$ cat src/rtl/btn_debounce_pulse_if.sv
// Button conditioner signal bundle: raw button toward the conditioner, clean level and strobes back.
// The slave modport is the conditioner; the master modport is whoever owns the button and uses the strobes.
interface btn_debounce_pulse_if;
    logic btn_raw;
    logic btn_level;
    logic btn_pulse;
    logic btn_release;

    modport master (
        output btn_raw,
        input  btn_level,
        input  btn_pulse,
        input  btn_release
    );

    modport slave (
        input  btn_raw,
        output btn_level,
        output btn_pulse,
        output btn_release
    );
endinterface

$ cat src/rtl/btn_debounce_pulse.sv
// Push-button conditioner: 2-FF synchroniser, stability-counter debounce, registered level and strobes.
// Define AUTO_REPEAT_EN to add hold-to-repeat press strobes (REPEAT_DELAY, then every REPEAT_PERIOD).
module btn_debounce_pulse #(
    parameter int DEBOUNCE_CYCLES = 1_000_000,
    parameter int REPEAT_DELAY    = 50_000_000,
    parameter int REPEAT_PERIOD   = 10_000_000
) (
    input  logic                 clk,
    input  logic                 rst_n,
    btn_debounce_pulse_if.slave  btn
);

    localparam int MAX_A = (DEBOUNCE_CYCLES > REPEAT_DELAY) ? DEBOUNCE_CYCLES : REPEAT_DELAY;
    localparam int MAX_P = (MAX_A > REPEAT_PERIOD) ? MAX_A : REPEAT_PERIOD;
    localparam int CNT_W = $clog2(MAX_P) + 1;

    localparam logic [CNT_W-1:0] DB_LAST = CNT_W'(DEBOUNCE_CYCLES - 1);
    localparam logic [CNT_W-1:0] CNT_ONE = CNT_W'(1);
    localparam logic [CNT_W-1:0] CNT_MAX = {CNT_W{1'b1}};

    typedef enum logic [1:0] {
        IDLE    = 2'd0,
        WAIT_HI = 2'd1,
        PRESSED = 2'd2,
        WAIT_LO = 2'd3
    } state_t;

    logic             sync1_q, sync1_d;
    logic             sync2_q, sync2_d;
    state_t           state_q, state_d;
    logic [CNT_W-1:0] cnt_q, cnt_d;
    logic [CNT_W-1:0] cnt_inc;
    logic             level_q, level_d;
    logic             pulse_q, pulse_d;
    logic             release_q, release_d;
    logic             btn_s;

`ifdef AUTO_REPEAT_EN
    localparam logic [CNT_W-1:0] RPT_FIRST = CNT_W'(REPEAT_DELAY);
    localparam logic [CNT_W-1:0] RPT_NEXT  = CNT_W'(REPEAT_PERIOD);

    logic [CNT_W-1:0] hold_q, hold_d;
    logic [CNT_W-1:0] hold_inc;
    logic             first_q, first_d;
`endif

    assign btn_s = sync2_q;

    // Saturating increment: a stuck-high input can never wrap the counter back into range.
    assign cnt_inc = (cnt_q == CNT_MAX) ? cnt_q : cnt_q + CNT_ONE;

    always_comb begin
        sync1_d   = btn.btn_raw;
        sync2_d   = sync1_q;
        state_d   = state_q;
        cnt_d     = cnt_q;
        level_d   = level_q;
        pulse_d   = 1'b0;
        release_d = 1'b0;

        // The entry cycle counts as the first stable sample, so a change is accepted on the
        // cycle the incremented count reaches DEBOUNCE_CYCLES-1 (DEBOUNCE_CYCLES stable samples).
        unique case (state_q)
            IDLE: begin
                if (btn_s) begin
                    state_d = WAIT_HI;
                    cnt_d   = '0;
                end
            end
            WAIT_HI: begin
                if (!btn_s) begin
                    state_d = IDLE;
                    cnt_d   = '0;
                end else if (cnt_inc == DB_LAST) begin
                    state_d = PRESSED;
                    cnt_d   = '0;
                    level_d = 1'b1;
                    pulse_d = 1'b1;
                end else begin
                    cnt_d = cnt_inc;
                end
            end
            PRESSED: begin
                if (!btn_s) begin
                    state_d = WAIT_LO;
                    cnt_d   = '0;
                end
            end
            WAIT_LO: begin
                if (btn_s) begin
                    state_d = PRESSED;
                    cnt_d   = '0;
                end else if (cnt_inc == DB_LAST) begin
                    state_d   = IDLE;
                    cnt_d     = '0;
                    level_d   = 1'b0;
                    release_d = 1'b1;
                end else begin
                    cnt_d = cnt_inc;
                end
            end
            default: begin
                state_d = IDLE;
                cnt_d   = '0;
                level_d = 1'b0;
            end
        endcase

`ifdef AUTO_REPEAT_EN
        hold_inc = (hold_q == CNT_MAX) ? hold_q : hold_q + CNT_ONE;
        hold_d   = hold_q;
        first_d  = first_q;
        // Leaving to IDLE wins over a repeat due in the same cycle, so the release strobe stays alone.
        if (state_d == IDLE) begin
            hold_d  = '0;
            first_d = 1'b1;
        end else if (state_q == WAIT_HI && state_d == PRESSED) begin
            hold_d  = '0;
            first_d = 1'b1;
        end else if (state_q == PRESSED || state_q == WAIT_LO) begin
            hold_d = hold_inc;
            if (hold_inc == (first_q ? RPT_FIRST : RPT_NEXT)) begin
                pulse_d = 1'b1;
                hold_d  = '0;
                first_d = 1'b0;
            end
        end
`endif
    end

    always_ff @(posedge clk or negedge rst_n) begin
        if (!rst_n) begin
            sync1_q   <= 1'b0;
            sync2_q   <= 1'b0;
            state_q   <= IDLE;
            cnt_q     <= '0;
            level_q   <= 1'b0;
            pulse_q   <= 1'b0;
            release_q <= 1'b0;
`ifdef AUTO_REPEAT_EN
            hold_q    <= '0;
            first_q   <= 1'b1;
`endif
        end else begin
            sync1_q   <= sync1_d;
            sync2_q   <= sync2_d;
            state_q   <= state_d;
            cnt_q     <= cnt_d;
            level_q   <= level_d;
            pulse_q   <= pulse_d;
            release_q <= release_d;
`ifdef AUTO_REPEAT_EN
            hold_q    <= hold_d;
            first_q   <= first_d;
`endif
        end
    end

    assign btn.btn_level   = level_q;
    assign btn.btn_pulse   = pulse_q;
    assign btn.btn_release = release_q;

endmodule

$ cat src/flat_wrapper.sv
// flat-port wrapper written by rule: the top's interface ports become plain ports
module btn_debounce_pulse_flat 
#(
    parameter int DEBOUNCE_CYCLES = 1_000_000,
    parameter int REPEAT_DELAY    = 50_000_000,
    parameter int REPEAT_PERIOD   = 10_000_000
)
  (clk, rst_n, btn_btn_raw, btn_btn_level, btn_btn_pulse, btn_btn_release);
  btn_debounce_pulse_if btn_i ();
  input  logic clk;
  input  logic rst_n;
  input wire logic [$bits(btn_i.btn_raw)-1:0] btn_btn_raw;
  output wire logic [$bits(btn_i.btn_level)-1:0] btn_btn_level;
  output wire logic [$bits(btn_i.btn_pulse)-1:0] btn_btn_pulse;
  output wire logic [$bits(btn_i.btn_release)-1:0] btn_btn_release;
  assign btn_i.btn_raw = btn_btn_raw;
  assign btn_btn_level = btn_i.btn_level;
  assign btn_btn_pulse = btn_i.btn_pulse;
  assign btn_btn_release = btn_i.btn_release;
  btn_debounce_pulse #(.DEBOUNCE_CYCLES(DEBOUNCE_CYCLES), .REPEAT_DELAY(REPEAT_DELAY), .REPEAT_PERIOD(REPEAT_PERIOD)) u_core (.clk(clk), .rst_n(rst_n), .btn(btn_i));
endmodule
$ cat config.mk
export PLATFORM = sky130hd
export DESIGN_NAME = btn_debounce_pulse_flat
export DESIGN_NICKNAME = d
export VERILOG_FILES = /design/src/rtl/btn_debounce_pulse_if.sv /design/src/rtl/btn_debounce_pulse.sv /design/src/flat_wrapper.sv
export SDC_FILE = /design/constraint.sdc
export NUM_CORES = 1
export LEC_CHECK = 0
export CAP_MARGIN = 20
export CORE_UTILIZATION = 60
export DETAILED_ROUTE_END_ITERATION = 8
export HOLD_SLACK_MARGIN = 0.12
export PLACE_DENSITY = 0.82
export REMOVE_ABC_BUFFERS = 1
export SYNTH_ARGS = -nofsm -noshare
export SYNTH_HDL_FRONTEND = slang
export SYNTH_SLANG_ARGS = --single-unit
export TNS_END_PERCENT = 20
$ cat constraint.sdc
create_clock -name clk -period 3.5 [get_ports clk]
set_input_delay 1.05 -clock clk [delete_from_list [all_inputs] [get_ports clk]]
set_output_delay 1.05 -clock clk [all_outputs]
set_load 0.02 [all_outputs]
==> results of run 1 <==
[metal layers]
layer / vias to the layer above / global-route usage (%)
li1: 1178 / -
met1: 1222 / 50.1
met2: 155 / 58.5
met3: 30 / 8.28
met4: 0 / 12.2
met5: - / 0
[stage by stage]
stage	power (W)	setup slack, ns	cells	cell area [µm²]	utilization, %
CTS	0.000752	0.236	366	2740	68.5
global placement	0.000449	0.386	358	2650	66.2
floorplan	0.000428	0.555	281	2370	-
detailed placement	0.000451	0.271	358	2650	66.2
finish	0.000745	0.120	366	2740	68.5
global route	0.000773	0.0257	366	2740	68.5
[cell type report]
class                           count  area, µm²
Timing Repair Buffer               27        215
Tap cell                           50       62.6
Inverter                            5       18.8
Clock buffer                        7       86.3
Clock inverter                      1       5.00
Sequential cell                    34        851
Multi-Input combinational cell    242       1500
Fill cell                         355       1260
[critical path, stage by stage (launching register included)]
cell and delay (ns):
dfrtp_1 0.51, nand4_4 0.22, or4_1 0.74, o211ai_1 0.45, xnor2_1 0.17, o21ai_1 0.14
or4_1 0.54, buf_4 0.20, nand2_1 0.16, o21ai_0 0.13
[logic make-up (layout without fill, tap and decap cells)]
group / Yosys count / count (layout) / synth area share [%]
muxes: 3 / 3 / 1.26
DFF: 34 / 34 / 34.3
AOI/OAI and AO/OA: 72 / 72 / 19.0
buffers and inverters: 30 / 40 / 5.29
xor gates and xnor gates: 9 / 9 / 3.17
adders and majority gates: 1 / 1 / 0.504
and+or+nand+nor: 157 / 157 / 36.5
[worst max path at each step]
stage                                 from          endpoint  slack (ns)  depth (start not counted)
final                     u_core.cnt_q[19]  u_core.cnt_q[22]        0.12                          9
after detailed placement  u_core.cnt_q[18]  u_core.cnt_q[22]        0.27                          9
after floorplan           u_core.cnt_q[18]  u_core.cnt_q[18]        0.56                          8
after global placement    u_core.cnt_q[18]  u_core.cnt_q[22]        0.39                          9
after CTS                 u_core.cnt_q[19]  u_core.cnt_q[22]        0.24                          9
after global routing      u_core.cnt_q[19]  u_core.cnt_q[18]        0.03                          9
[synthesized netlist by cell type (2+ instances only)]
library cell | n | area, µm²
dfrtp_1 | 34 | 851
nor4b_1 | 2 | 17.5
or2_2 | 3 | 18.8
nor4_1 | 9 | 56.3
o2111ai_1 | 5 | 43.8
and3_1 | 2 | 12.5
nand4_4 | 3 | 63.8
inv_1 | 5 | 18.8
nor2b_1 | 4 | 25.0
a41oi_1 | 5 | 43.8
and2_1 | 3 | 18.8
buf_2 | 8 | 40.0
clkbuf_1 | 13 | 48.8
o21ai_0 | 17 | 85.1
nand4_1 | 10 | 62.6
a211oi_1 | 3 | 22.5
and4_1 | 4 | 35.0
xor2_1 | 3 | 26.3
o211ai_1 | 5 | 37.5
a31oi_1 | 9 | 56.3
mux2i_1 | 2 | 20.0
buf_1 | 2 | 7.51
nor2_1 | 16 | 60.1
o21ai_1 | 4 | 20.0
nand3_1 | 38 | 190
xnor2_1 | 6 | 52.6
or4_1 | 6 | 45.0
o31ai_1 | 3 | 22.5
nand2_1 | 33 | 124
a21oi_1 | 13 | 65.1
or3_1 | 9 | 56.3
nor3_1 | 7 | 35.0
[sequential cells by signal, indices dropped and copies added (netlist names), named ones only]
| register | flops |
|---|---|
| u_core.cnt_q | 27 |
| u_core.btn.btn_level | 1 |
| u_core.btn.btn_pulse | 1 |
| u_core.btn.btn_release | 1 |
| u_core.btn_s | 1 |
| u_core.state_q | 1 |
| u_core.sync1_q | 1 |
[report_power, final]
| part | internal, W | switching, W | total, W |
|---|---|---|---|
| clock | 0.000159 | 0.000143 | 0.000302 |
| combinational | 0.0000127 | 0.0000305 | 0.0000432 |
| sequential | 0.000396 | 0.00000362 | 0.000400 |
| total | 0.000568 | 0.000178 | 0.000745 |
==> summary.md, run 1 <==
| Metric | Value |
|---|---|
| Outcome | `finished clean` |
| CTS Buf Count | `5` |
| WHS Endpoint | `u_core.btn_s` |
| Post-synth EDFFs | `0` |
| Ant diodes | `0` |
| Final wirelength | `7360 µm` |
| Hold buffer count at CTS | `0` |
| VDD IR-drop max | `0.250 mV` |
| Initial DRC Count | `257` |
| RSZ-0062 raised after global routing | `no` |
| Final setup fails | `0` |
| Crit end category | `register` |
| Per-cell routed wire length | `20.1 µm` |
| #FFs+latches synth | `34` |
| # resized after CTS | `0` |
| Synth warn | `0` |
| Htree depth | `2` |
| Setup total negative slack | `0 ns` |
| Critical path fanouts, max | `10` |
| Rows | `23` |
| Reg2Reg Depth | `9` |
| Achievable Freq | `0.296 GHz` |
| Final hold vios | `0` |
| Top sig layer | `met4` |
| Commonest register cell after synthesis | `dfrtp_1` |
| Worst-margin pin slew | `0.784 ns` |
| Number of routed nets with antenna violations | `0` |
| Clock transition at path regs | `0.07 ns` |
| R2R setup slack | `0.12 ns` |
| Post-synthesis sequential area ratio | `34.3%` |
| Nets | `319` |
| WL met1 | `3080 µm` |
| Number of max-cap violations | `0` |
| CTS Sinks | `34` |
| CTS tree | `built` |
| Post-synthesis cell count | `306` |
| Largest net degree at the start of global routing | `35` |
| Die X | `66.3 µm` |
| Class of the worst hold path | `reg2reg` |
| Reg2reg end | `u_core.cnt_q[22]` |
| Commonest non-fill, non-tap cell in the layout | `nand3_1` |
| Hold Slack | `0.363 ns` |
| Clock root buffer | `clkbuf_8` |
| Worst hold start | `u_core.sync1_q` |
| Final min period | `3.38 ns` |
| Initial Util | `62.1%` |
| Critical Path RT | `3.67 ns` |
| Die area | `4400 µm²` |
| IO buf count | `5` |
| Synthesized area per cell | `8.12 µm²` |
| Startpoint Class | `register` |
| Metal2 WL | `3430 µm` |
| Detailed Routing Iterations Pass 1 | `8` |
| Hold path depth | `0` |
| Global-route wire length before repair | `12200 µm` |
| Post-CTS Setup Bufs | `0` |
| Core ar. | `4000 µm²` |
| Vias/cell | `7.06` |
| Vias in the first global route | `2419` |
| Layout area overhead | `10.3%` |
| Crit Path Class | `reg2reg` |
| Grt total ovfl | `0` |
| Yosys cell types | `52` |
| Arrival @ worst endpoint | `3.55 ns` |
| Slew Viols, Final | `0` |
| Worst-Skew Late Latency | `0.29 ns` |
| Die height | `66.3 µm` |
| Most frequent cells in the layout | `38 x nand3_1, 34 x dfrtp_1, 33 x nand2_1, 22 x buf_4, 17 x o21ai_0` |
| Slew HR | `47.5%` |
| Clock buffer depth | `2` |
| Clock skew | `0.00561 ns` |
| Io pins | `6` |
| Tcrit/Tclk final | `96.6%` |
| Share of cells above drive strength 1 | `13.0%` |
| Initial antenna violation count | `0` |
| GRT Total Usage | `37.2%` |
| Leak | `1.03 nW` |
| DRC | `0` |
| Reg2reg start | `u_core.cnt_q[19]` |
| GPL Wtd Cong | `1.06` |
| Post-Syn Area | `2480 µm²` |
| Vias | `2585` |
| Async SR Flop Fraction | `100%` |
| Wire length on met3 | `631 µm` |
| Post-DP HPWL | `5290 µm` |
| Pwr dens | `272 nW/µm²` |
Power figures use the tool's default switching activity.
==> run 2: changes to the inputs <==
--- a/config.mk
+++ b/config.mk
@@ -5,7 +5,7 @@
 export SDC_FILE = /design/constraint.sdc
 export NUM_CORES = 1
 export LEC_CHECK = 0
-export CAP_MARGIN = 20
+export CAP_MARGIN = 40
 export CORE_UTILIZATION = 60
 export DETAILED_ROUTE_END_ITERATION = 8
 export HOLD_SLACK_MARGIN = 0.12
==> results of run 2 <==
The final DEF is identical to that of run 1; final timing and power are the same.
==> run 3: changes to the inputs <==
--- a/config.mk
+++ b/config.mk
@@ -9,7 +9,7 @@
 export CORE_UTILIZATION = 60
 export DETAILED_ROUTE_END_ITERATION = 8
 export HOLD_SLACK_MARGIN = 0.12
-export PLACE_DENSITY = 0.82
+export PLACE_DENSITY = 0.78
 export REMOVE_ABC_BUFFERS = 1
 export SYNTH_ARGS = -nofsm -noshare
 export SYNTH_HDL_FRONTEND = slang
==> summary.md, run 3 (synthesis gave the netlist of run 1 again) <==
| Metric | Value |
|---|---|
| Seq. cell area | `851 µm²` |
| Final setup fails | `0` |
| GRT Total Usage | `35.7%` |
| Die X | `66.3 µm` |
| VDD IR-drop max | `0.201 mV` |
| Critical path fanouts, max | `9` |
| Post-CTS Setup Bufs | `0` |
| Io pins | `6` |
| Arrival @ worst endpoint | `3.44 ns` |
| Critical path, cell by cell | `nand4_4 -> or4_1 -> o211ai_1 -> xnor2_1 -> o21ai_1 -> nor4_1 -> mux2_2` |
| Slew HR | `36.8%` |
| Initial DRC Count | `281` |
| Commonest non-fill, non-tap cell in the layout | `nand3_1` |
| DP Cell Count | `350` |
| Clock skew | `0.00375 ns` |
| GPL Wtd Cong | `1.07` |
| Tcrit/Tclk final | `93.3%` |
| Critical Path RT | `3.67 ns` |
| Post-DP HPWL | `5250 µm` |
| Crit path buf inv count | `0` |
| Slew Viols, Final | `0` |
| Initial antenna violation count | `0` |
| Outcome | `finished clean` |
| Per-cell routed wire length | `20.1 µm` |
| Detailed Routing Iterations Pass 1 | `5` |
| Die area | `4400 µm²` |
| Die height | `66.3 µm` |
| Htree depth | `2` |
| Largest stage delay on the critical path | `0.68 ns` |
| DRC | `0` |
| Clock root buffer | `clkbuf_8` |
| Worst-margin pin slew | `0.944 ns` |
| Hold buffer count at CTS | `0` |
| CTS Buf Count | `5` |
| Final min period | `3.27 ns` |
| Most frequent cells in the layout | `38 x nand3_1, 34 x dfrtp_1, 33 x nand2_1, 17 x o21ai_0, 16 x nor2_1` |
| Hold Slack | `0.359 ns` |
| Crit Path Class | `reg2reg` |
| Largest register FFs | `27` |
| Vias/cell | `6.94` |
| Number of routed nets with antenna violations | `0` |
| Fillers | `345` |
| Initial Util | `62.1%` |
| Grt total ovfl | `0` |
| Ant diodes | `0` |
| Achievable Freq | `0.306 GHz` |
| # resized after CTS | `0` |
| Number of max-cap violations | `0` |
| Class of the worst hold path | `reg2reg` |
| Final hold vios | `0` |
| Vias in the first global route | `2252` |
| CTS Sinks | `34` |
| Top delay family on crit path | `simple AND/OR/NAND/NOR gates` |
| CTS tree | `built` |
| Startpoint Class | `register` |
| Rows | `23` |
| Vias | `2491` |
| Largest net degree at the start of global routing | `35` |
| Final wirelength | `7200 µm` |
| Nets | `312` |
| Setup total negative slack | `0 ns` |
| Finished Layout Cells | `359` |
| Pwr dens | `279 nW/µm²` |
| Final Util | `67.2%` |
| Crit end category | `register` |
| Layout area overhead | `8.21%` |
| Area occupied by multi-input gates | `1500 µm²` |
| Clock buffer depth | `2` |
| IO buf count | `5` |
| Core ar. | `4000 µm²` |
| Worst-Skew Late Latency | `0.29 ns` |
| Global-route wire length before repair | `11500 µm` |
| Share of cells above drive strength 1 | `11.0%` |
| RSZ-0062 raised after global routing | `no` |
| Clock transition at path regs | `0.07 ns` |
| Largest Register | `u_core.cnt_q` |
| CP max-delay cell | `or4_1` |
| Leak | `0.995 nW` |
==> run 3: cell types whose count changed in the layout (fill, tap and decap cells not counted), sizes merged <==
cell / previous run / this run
buf: 22 / 15
==> run 3: metal layers <==
layer	wire [µm]	share of wire, %	track usage (%)	up-vias
li1	-	-	-	1172
met4	153	2.1	11.4	0
met3	454	6.3	6.21	20
met1	3220	45	48.8	1186
met5	0	0	0	-
met2	3380	47	56.8	113
==> run 3: area by class of cell <==
type	instances	share of cell area, %
clock inverters	1	0.186
well taps	50	2.33
repair buffers	20	6.05
multi-input cells	242	55.9
clock buffers	7	3.21
inverters	5	0.698
flip-flops and latches	34	31.7
==> run 3: per-stage QoR <==
step / setup WS [ns] / power [W] / instance area (µm²)
2_1_floorplan: 0.555 / 0.000428 / 2370
3_3_place_gp: 0.270 / 0.000450 / 2590
3_5_place_dp: 0.256 / 0.000452 / 2590
4_1_cts: 0.227 / 0.000751 / 2680
5_1_grt: 0.0644 / 0.000774 / 2690
6_report: 0.234 / 0.000749 / 2690
==> run 3: worst paths after layout <==
kind / to / from / cells after the start / slack (ns)
setup / recovery: register / u_core.cnt_q[10] / 7 / 0.23
hold / removal: u_core.btn_s / u_core.sync1_q / 0 / 0.36
setup reg to reg: register / u_core.cnt_q[10] / 7 / 0.23
hold reg to reg: u_core.btn_s / u_core.sync1_q / 0 / 0.36
max in group asynchronous: u_core.cnt_q[1] / rst_n / 2 / 2.01
min in group asynchronous: u_core.btn.btn_pulse / rst_n / 2 / 1.16
==> run 3: power breakdown <==
part / switching (W) / internal (W) / total (W)
Sequential: 0.00000371 / 0.000396 / 0.000400
Clock: 0.000146 / 0.000159 / 0.000305
Combinational: 0.0000321 / 0.0000126 / 0.0000447
